<file path="src/rtl/logic_op_pkg.sv">
// logic_op_pkg: shared types for the logic-op arbiter.
//   op_e    - 3-bit bitwise opcode (code 7 is illegal)
//   state_e - arbiter FSM state
package logic_op_pkg;

  typedef enum logic [2:0] {
    OP_AND  = 3'd0,
    OP_OR   = 3'd1,
    OP_NOT  = 3'd2,
    OP_NAND = 3'd3,
    OP_NOR  = 3'd4,
    OP_XOR  = 3'd5,
    OP_XNOR = 3'd6,
    OP_ILL  = 3'd7
  } op_e;

  typedef enum logic {
    ST_IDLE = 1'b0,
    ST_BUSY = 1'b1
  } state_e;

endpackage

</file>
<file path="src/rtl/logic_op_unit.sv">
// logic_op_unit: purely combinational bitwise opcode evaluator.
// Ports:
//   op  in  3      opcode (logic_op_pkg::op_e encoding)
//   a   in  WIDTH  operand a
//   b   in  WIDTH  operand b (ignored for NOT)
//   y   out WIDTH  result (0 for an illegal opcode)
//   err out 1      illegal opcode flag
module logic_op_unit
  import logic_op_pkg::*;
#(
  parameter int WIDTH = 8
) (
  input  logic [2:0]       op,
  input  logic [WIDTH-1:0] a,
  input  logic [WIDTH-1:0] b,
  output logic [WIDTH-1:0] y,
  output logic             err
);

  always_comb begin
    y   = '0;
    err = 1'b0;
    case (op_e'(op))
      OP_AND:  y = a & b;
      OP_OR:   y = a | b;
      OP_NOT:  y = ~a;
      OP_NAND: y = ~(a & b);
      OP_NOR:  y = ~(a | b);
      OP_XOR:  y = a ^ b;
      OP_XNOR: y = ~(a ^ b);
      default: begin
        y   = '0;
        err = 1'b1;
      end
    endcase
  end

endmodule

</file>
<file path="src/rtl/logic_op_arbiter.sv">
// logic_op_arbiter: round-robin arbiter between two requesters sharing one
// bitwise logic unit. One operation is in flight at a time; the result is
// registered and held until the consumer handshakes it.
// Optional feature macro: LOGIC_ARB_STATS_EN adds saturating per-requester
// 16-bit grant counters (grant_cnt0, grant_cnt1).
// Ports:
//   clk, rst                   clock, synchronous active-high reset
//   reqN_valid/ready           requester N handshake (ready is combinational)
//   reqN_op, reqN_a, reqN_b    requester N opcode and operands
//   res_valid/ready            result handshake
//   res_data, res_src, res_err registered result, source index, illegal-op flag
//   grant_cnt0/1               (LOGIC_ARB_STATS_EN only) accept counters
module logic_op_arbiter
  import logic_op_pkg::*;
#(
  parameter int WIDTH = 8
) (
  input  logic             clk,
  input  logic             rst,
  input  logic             req0_valid,
  output logic             req0_ready,
  input  logic [2:0]       req0_op,
  input  logic [WIDTH-1:0] req0_a,
  input  logic [WIDTH-1:0] req0_b,
  input  logic             req1_valid,
  output logic             req1_ready,
  input  logic [2:0]       req1_op,
  input  logic [WIDTH-1:0] req1_a,
  input  logic [WIDTH-1:0] req1_b,
  output logic             res_valid,
  input  logic             res_ready,
  output logic [WIDTH-1:0] res_data,
  output logic             res_src,
  output logic             res_err
`ifdef LOGIC_ARB_STATS_EN
  ,
  output logic [15:0]      grant_cnt0,
  output logic [15:0]      grant_cnt1
`endif
);

  function automatic logic [15:0] sat_inc16(input logic [15:0] v);
    return (v == 16'hFFFF) ? v : v + 16'd1;
  endfunction

  state_e           state, next_state;
  logic             last_grant;
  logic             grant_p0;
  logic             accept_p0;
  logic [2:0]       op_p0;
  logic [WIDTH-1:0] a_p0, b_p0;
  logic [WIDTH-1:0] y_p0;
  logic             err_p0;
  logic [WIDTH-1:0] data_p1;
  logic             src_p1;
  logic             err_p1;

  // Stage p0: arbitration, grant mux and combinational evaluation
  always_comb begin
    grant_p0   = 1'b0;
    req0_ready = 1'b0;
    req1_ready = 1'b0;
    next_state = state;
    // On a tie, the requester that did not win last time is granted.
    if (req0_valid && req1_valid) grant_p0 = ~last_grant;
    else if (req1_valid)          grant_p0 = 1'b1;
    case (state)
      ST_IDLE: begin
        if (!rst) begin
          req0_ready = req0_valid && !grant_p0;
          req1_ready = req1_valid &&  grant_p0;
          if (req0_valid || req1_valid) next_state = ST_BUSY;
        end
      end
      ST_BUSY: begin
        if (res_ready) next_state = ST_IDLE;
      end
      default: next_state = ST_IDLE;
    endcase
  end

  assign accept_p0 = req0_ready | req1_ready;
  assign op_p0     = grant_p0 ? req1_op : req0_op;
  assign a_p0      = grant_p0 ? req1_a  : req0_a;
  assign b_p0      = grant_p0 ? req1_b  : req0_b;

  logic_op_unit #(.WIDTH(WIDTH)) u_unit (
    .op  (op_p0),
    .a   (a_p0),
    .b   (b_p0),
    .y   (y_p0),
    .err (err_p0)
  );

  // Stage p1: FSM state and registered result
  always_ff @(posedge clk) begin
    if (rst) begin
      state      <= ST_IDLE;
      last_grant <= 1'b1;
    end else begin
      state <= next_state;
      if (accept_p0) last_grant <= grant_p0;
    end
  end

  // Result registers are cleared by reset and otherwise change only on accept,
  // so they stay stable while waiting for res_ready and after the handshake.
  always_ff @(posedge clk) begin
    if (rst) begin
      data_p1 <= '0;
      src_p1  <= 1'b0;
      err_p1  <= 1'b0;
    end else if (accept_p0) begin
      data_p1 <= y_p0;
      src_p1  <= grant_p0;
      err_p1  <= err_p0;
    end
  end

  assign res_valid = (state == ST_BUSY);
  assign res_data  = data_p1;
  assign res_src   = src_p1;
  assign res_err   = err_p1;

`ifdef LOGIC_ARB_STATS_EN
  always_ff @(posedge clk) begin
    if (rst) begin
      grant_cnt0 <= 16'd0;
      grant_cnt1 <= 16'd0;
    end else begin
      if (req0_ready) grant_cnt0 <= sat_inc16(grant_cnt0);
      if (req1_ready) grant_cnt1 <= sat_inc16(grant_cnt1);
    end
  end
`endif

endmodule

</file>
<file path="config.mk">
export PLATFORM = sky130hd
export DESIGN_NAME = logic_op_arbiter
export DESIGN_NICKNAME = d
export VERILOG_FILES = /design/src/rtl/logic_op_pkg.sv /design/src/rtl/logic_op_unit.sv /design/src/rtl/logic_op_arbiter.sv
export SDC_FILE = /design/constraint.sdc
export NUM_CORES = 1
export LEC_CHECK = 0
export CAP_MARGIN = 10
export CORE_MARGIN = 10
export CORE_UTILIZATION = 43
export DETAILED_ROUTE_END_ITERATION = 16
export PLACE_DENSITY = 0.78
export REMOVE_ABC_BUFFERS = 1
export SLEW_MARGIN = 10
export SYNTH_ARGS = -nofsm -noshare
export SYNTH_HDL_FRONTEND = slang
export SYNTH_SLANG_ARGS = --single-unit
</file>
<file path="constraint.sdc">
create_clock -name clk -period 2.5 [get_ports clk]
set_clock_uncertainty 0.15 [all_clocks]
set_input_delay 0.5 -clock clk [delete_from_list [all_inputs] [get_ports clk]]
set_output_delay 0.5 -clock clk [all_outputs]
set_load 0.02 [all_outputs]
</file>
* Word level (Yosys, flattened, before mapping)
Index checks and enable logic that the tools add are counted.
** Word-level totals
- Word-level logic and storage cells :: 42
- Output and inout port bits :: 13
- Bits of input ports :: 43
- Flip-flop bits (word level) :: 12
** Operators by class
- Reductions and logical operators :: 7
- Eq/ne operators :: 6
- Bitwise gates (word level) :: 10
- Muxes and demuxes :: 14
** Operators by type and width (number)
- 8-bit case mux with 7 select lines :: 1
- 8-bit NOT :: 4
- 8-bit 2-to-1 mux :: 2
- 3-bit equality test (second input constant) :: 3
- 1-bit 2-to-1 mux :: 9
- 8-bit bitwise AND :: 1
- 8-bit bitwise OR :: 1
- 8-bit XOR :: 1
- 7-bit OR reduction :: 1
- 3-bit by 2-bit equality test with 1-bit output (second input constant) :: 2
- 3-bit by 1-bit equality test with 1-bit output (second input constant) :: 1
- 1-bit logical AND :: 3
- 3-bit logical NOT :: 1
- 3-bit 2-to-1 mux :: 1
- 1-bit NOT :: 2
- 1-bit case mux with 2 select lines :: 1
- 1-bit logical NOT :: 1
- 1-bit logical OR :: 1
- 1-bit bitwise OR :: 1

* Depth between registers and ports, before layout
- Word-level depth :: 7
- Depth in mapped cells :: 13

* Modules after synthesis
A second synthesis with hierarchy kept.
** Unflattened totals
- Cells, all modules :: 188
- Area total of the unflattened synthesis :: 1492.7 µm²
** By module, submodules not included
- logic_op_unit :: cells each 112, area each 800.8 µm², instances 1, seq. area each 0.0 µm²
- logic_op_arbiter :: cells each 76, area each 691.9 µm², instances 1, seq. area each 240.2 µm²

* Worst setup path after synthesis
No wires, ideal clock.
- Kind :: in2reg
- From :: in req1_valid
- To :: reg data_p1[1] (netlist: res_data[1])
- Buffers on the path :: 3
- Cell stages on the path :: 11
- Slack :: -0.145 ns
- Arrival :: 2.435 ns
- Path through :: a21bo_2 -> buf_6 -> buf_2 -> buf_1 -> a21o_1 -> inv_1 -> ha_1 -> mux4_2 -> a211o_1 -> nand4_1 -> a22o_1
** On the way
- Word-level cells in the longest chain between the ends :: 7
** RTL lines
- from (decl) :: line logic_op_arbiter.sv:25 : input logic req1_valid,
- parallel branches: the longest is 7 deep, another holds 8-bit case mux with 7 select lines
- to (signal assigned) :: line logic_op_arbiter.sv:114 : data_p1 <= y_p0;
- to (decl) :: line logic_op_arbiter.sv:54 : logic [WIDTH-1:0] data_p1;
Parallel ways; which one is timed is not known.
A chain may end at the register's enable or synchronous reset.

* Final worst setup path
- From :: in req1_valid
- To :: reg data_p1[7] (netlist: res_data[7])
The elaborated chain is that of the path after synthesis.

==> run metrics <==
result of the run=finished, final reports clean; Mean Syn Cell Area=7.727 um^2; Die Footprint=roughly 7200 um^2; synthesized-area fraction occupied by adder cells=11.12%; clock slew at reported path FFs=0.06 ns; # nets final=approximately 390; reported leakage power=around 0.0013 uW; cell row count=23; number of antenna violations at the first check in global routing=0; Worst Setup Start Kind=input port; max-cap violation count=0; number of remaining DRC errors=0; wire length of the first global-routing pass=between 10 and 15 mm; area after detailed placement=approximately 2700 um^2; largest family of logic cells by synthesized area=compound AO/OA/AOI/OAI gates; number of warnings reported in the yosys synthesis log=0; max-slew violation count=0; number of iterations in the first detailed-routing pass=4; fraction of final layout cells with drive strength greater than 1=a little over a fifth; core outline area=roughly 4000 um^2; final instance count without filler cells=between 300 and 400; drt via density=roughly 5.7; Multi-input gate area=roughly 1400 um^2; share of synthesized cell area in and, or, nand and nor gates=23.00%; worst vdd rail ir drop=0.1599 mV; ordered list of cells on the worst path=dlygate4sd2_1 -> a21bo_4 -> buf_12 -> buf_6 -> nand2_1 -> nand2_1 -> inv_1 -> ha_1 -> a22o_1 -> o31ai_1 -> o211ai_1; CTS buffer count=3; clock network latency to the later pin of the worst-skew pair=about 0.24 ns; Post-Synthesis Cell Area=1800 um^2; Final Hold Fails=0; mux cell area share after synthesis=approximately 15%; delay of the slowest critical-path stage=between 0.2 and 0.3 ns; buffer cell driving the clock tree root=sky130_fd_sc_hd__clkbuf_8; Worst EP required=roughly 2.5 ns; endpoints failing setup=0; number of buffers added on ports=55; Cell Count Post-Placement=approximately 370; I/O pin count=between 50 and 60; count of routing violations after the opening detailed-route iteration=170; starting utilization of the core area=between 40% and 50%; half-perimeter wire length after detailed placement=~4.6 mm; buffer depth of the longest clock path=2; total number of H-tree levels=1; Die Width=~85 um; flip-flop and latch area=240.2 um^2; post-synthesis compound-gate area fraction=roughly 28%; number of inserted filler cells in the final layout=321; Final Cycle Share=a little over nine tenths; number of standard cells after synthesis=around 230; hold buffer count at CTS=0; global-route usage over all layers=16.28%; routed wire length per instance=between 15 and 20 um; vertical die dimension=between 80 and 90 um; antenna-violating nets left=0; crit-path leading delay family=compound AO/OA/AOI/OAI gates; count of flip-flops with a built-in enable after synthesis=0; Max transition margin=about half; Crit. End Element=flip-flop; post-synthesis share of cell area spent on xor and xnor gates=0%; Seq/Total Area, Yosys=between 10% and 20%; TritonCTS clock tree=built; power per cell area=between 300 and 400 nW/um^2; Diodes inserted=0; final total negative setup slack=0 ns; worst min path class=reg -> reg; slowest cell on the critical path=sky130_fd_sc_hd__ha_1; fin area=approximately 2900 um^2; Tightest Pin Transition=0.7157 ns; core occupancy in the finished layout=71.21%; prevailing post-synth register cell=sky130_fd_sc_hd__dfxtp_1; GPL Wtd Cong=between 0.9 and 1; critical path fanouts, max=18; detailed-route wire length=6.131 mm; maximum clock frequency=414.8 MHz; number of buffers and inverters on the critical path=4; ys async rst share=0%; fin crit period=between 2 and 2.5 ns; maximum number of pins on one net before global-route repair=19; Worst EP arrival=2.38 ns; number of global-route vias before repair=between 2000 and 2500; Vias=roughly 2100; flip-flop and latch count after synthesis=12; area grow syn2layout=59.35%; number of library cell types mapped by synthesis=between 40 and 50; Remaining Overflow, GRT=0; cell repeated most along the worst path=sky130_fd_sc_hd__nand2_1; critical path type=in -> reg; clock sink total=12; worst-case hold slack=around 0.33 ns
-- layer usage --
| metal | global-route usage, % | wire (um) | part of all wire [%] | vias to the layer above |
|---|---|---|---|---|
| met5 | 0 | 0 | 0 | - |
| met4 | 5.240 | 70 | 1.1 | 0 |
| met3 | 4.348 | 623 | 10 | 11 |
| met2 | 28.76 | 3047 | 50 | 103 |
| met1 | 18.40 | 2390 | 39 | 988 |
| li1 | - | - | - | 1043 |
-- cells in the final DEF (no fill, tap or decap), drive strengths merged, types with 5 or more instances in the layout --
cell type / instances
mux2i: 16
a22o: 7
clkdlybuf4s50: 51
buf: 49
nor2: 8
nor2b: 14
a211o: 8
nand4: 5
nor3: 6
a21oi: 8
nand3: 5
nand2b: 5
inv: 24
ha: 16
nor3b: 7
dfxtp: 12
a211oi: 6
nand2: 22
o21ai: 9
a2111oi: 6
-- state kept, by name, indices dropped and copies added, names as in the netlist --
register and flops:
res_data 8, res_valid 1, res_src 1, last_grant 1, res_err 1
-- cell families (layout without fill, tap and decap cells) --
family                   count (synthesis)  after routing
AO/OA/AOI/OAI                           66             66
adder cells (fa/ha/maj)                 16             16
buffers and inverters                   40            132
flip-flops                              12             12
AND/OR/NAND/NOR                         77             77
multiplexers                            22             22
-- synthesized netlist by cell type, types with 2 or more instances --
library cell	instances	share of area, %
sky130_fd_sc_hd__o21ai_0	9	2.5
sky130_fd_sc_hd__o31ai_1	2	0.83
sky130_fd_sc_hd__buf_2	5	1.4
sky130_fd_sc_hd__nand2b_1	5	1.7
sky130_fd_sc_hd__nor3_1	5	1.4
sky130_fd_sc_hd__nor3b_1	7	2.9
sky130_fd_sc_hd__a211o_1	8	3.9
sky130_fd_sc_hd__nor2b_1	14	4.9
sky130_fd_sc_hd__buf_6	2	1.3
sky130_fd_sc_hd__o211ai_1	3	1.3
sky130_fd_sc_hd__nand3_1	5	1.4
sky130_fd_sc_hd__nor2_1	8	1.7
sky130_fd_sc_hd__a2111oi_0	6	2.9
sky130_fd_sc_hd__clkbuf_1	6	1.3
sky130_fd_sc_hd__mux2i_1	15	8.3
sky130_fd_sc_hd__a22o_1	7	3.4
sky130_fd_sc_hd__a21o_1	3	1.3
sky130_fd_sc_hd__nand2_1	22	4.6
sky130_fd_sc_hd__a21oi_1	8	2.2
sky130_fd_sc_hd__a221o_1	3	1.7
sky130_fd_sc_hd__buf_1	2	0.42
sky130_fd_sc_hd__nand4_1	5	1.7
sky130_fd_sc_hd__mux2_2	2	1.3
sky130_fd_sc_hd__dfxtp_1	12	13
sky130_fd_sc_hd__nor4b_1	2	0.97
sky130_fd_sc_hd__inv_1	24	5.0
sky130_fd_sc_hd__nand3b_1	2	0.83
sky130_fd_sc_hd__ha_1	16	11
sky130_fd_sc_hd__a22oi_1	3	1.3
sky130_fd_sc_hd__mux2_4	2	1.7
sky130_fd_sc_hd__a211oi_1	6	2.5
-- final timing paths --
| path | from | endpoint | slack [ns] | cells past startpoint |
|---|---|---|---|---|
| min | res_data[5] | res_data[5] | 0.33 | 2 |
| min reg2reg | res_data[5] | res_data[5] | 0.33 | 2 |
| max | req1_valid | res_data[7] | 0.09 | 11 |
| max reg2reg | last_grant | res_data[7] | 0.19 | 10 |
-- worst register-to-register path, delay by kind of cell, from the launching register on --
kind	cells	cell delay [ns]
flip-flops	1	0.44
AND/OR/NAND/NOR	2	0.16
buffers and inverters	3	0.38
adder cells (fa/ha/maj)	1	0.29
AO/OA/AOI/OAI	4	0.76
-- final cells by class --
cell class,instances,share of cell area (%)
clock buffer,3,1.439
inverter,24,3.140
multi-input combinational,181,50.02
sequential,12,8.373
tap,50,2.181
timing repair buffer,105,34.85
-- through the flow --
stage | worst slack [ns] | power [uW]
2_1_floorplan | -0.2088 | 499.1
3_3_place_gp | -0.3569 | 768.6
3_5_place_dp | -0.4010 | 781.1
4_1_cts | 0.09627 | 982.0
5_1_grt | -0.000002887 | 1051
6_report | 0.08897 | 995.1
-- repair_timing --
action,4_1_cts,5_1_grt
pin swaps,1,3
gates cloned,1,0
buffers inserted,2,0
gates resized for setup,13,8
setup endpoints to repair,10,5
-- power by group --
part           leakage, uW  switching (uW)  internal [uW]
Combinational      0.00116             267            321
Sequential       0.0000988            16.0            212
Clock            0.0000216            73.2            106
Total              0.00128             356            639
(Power assumes the default switching activity.)
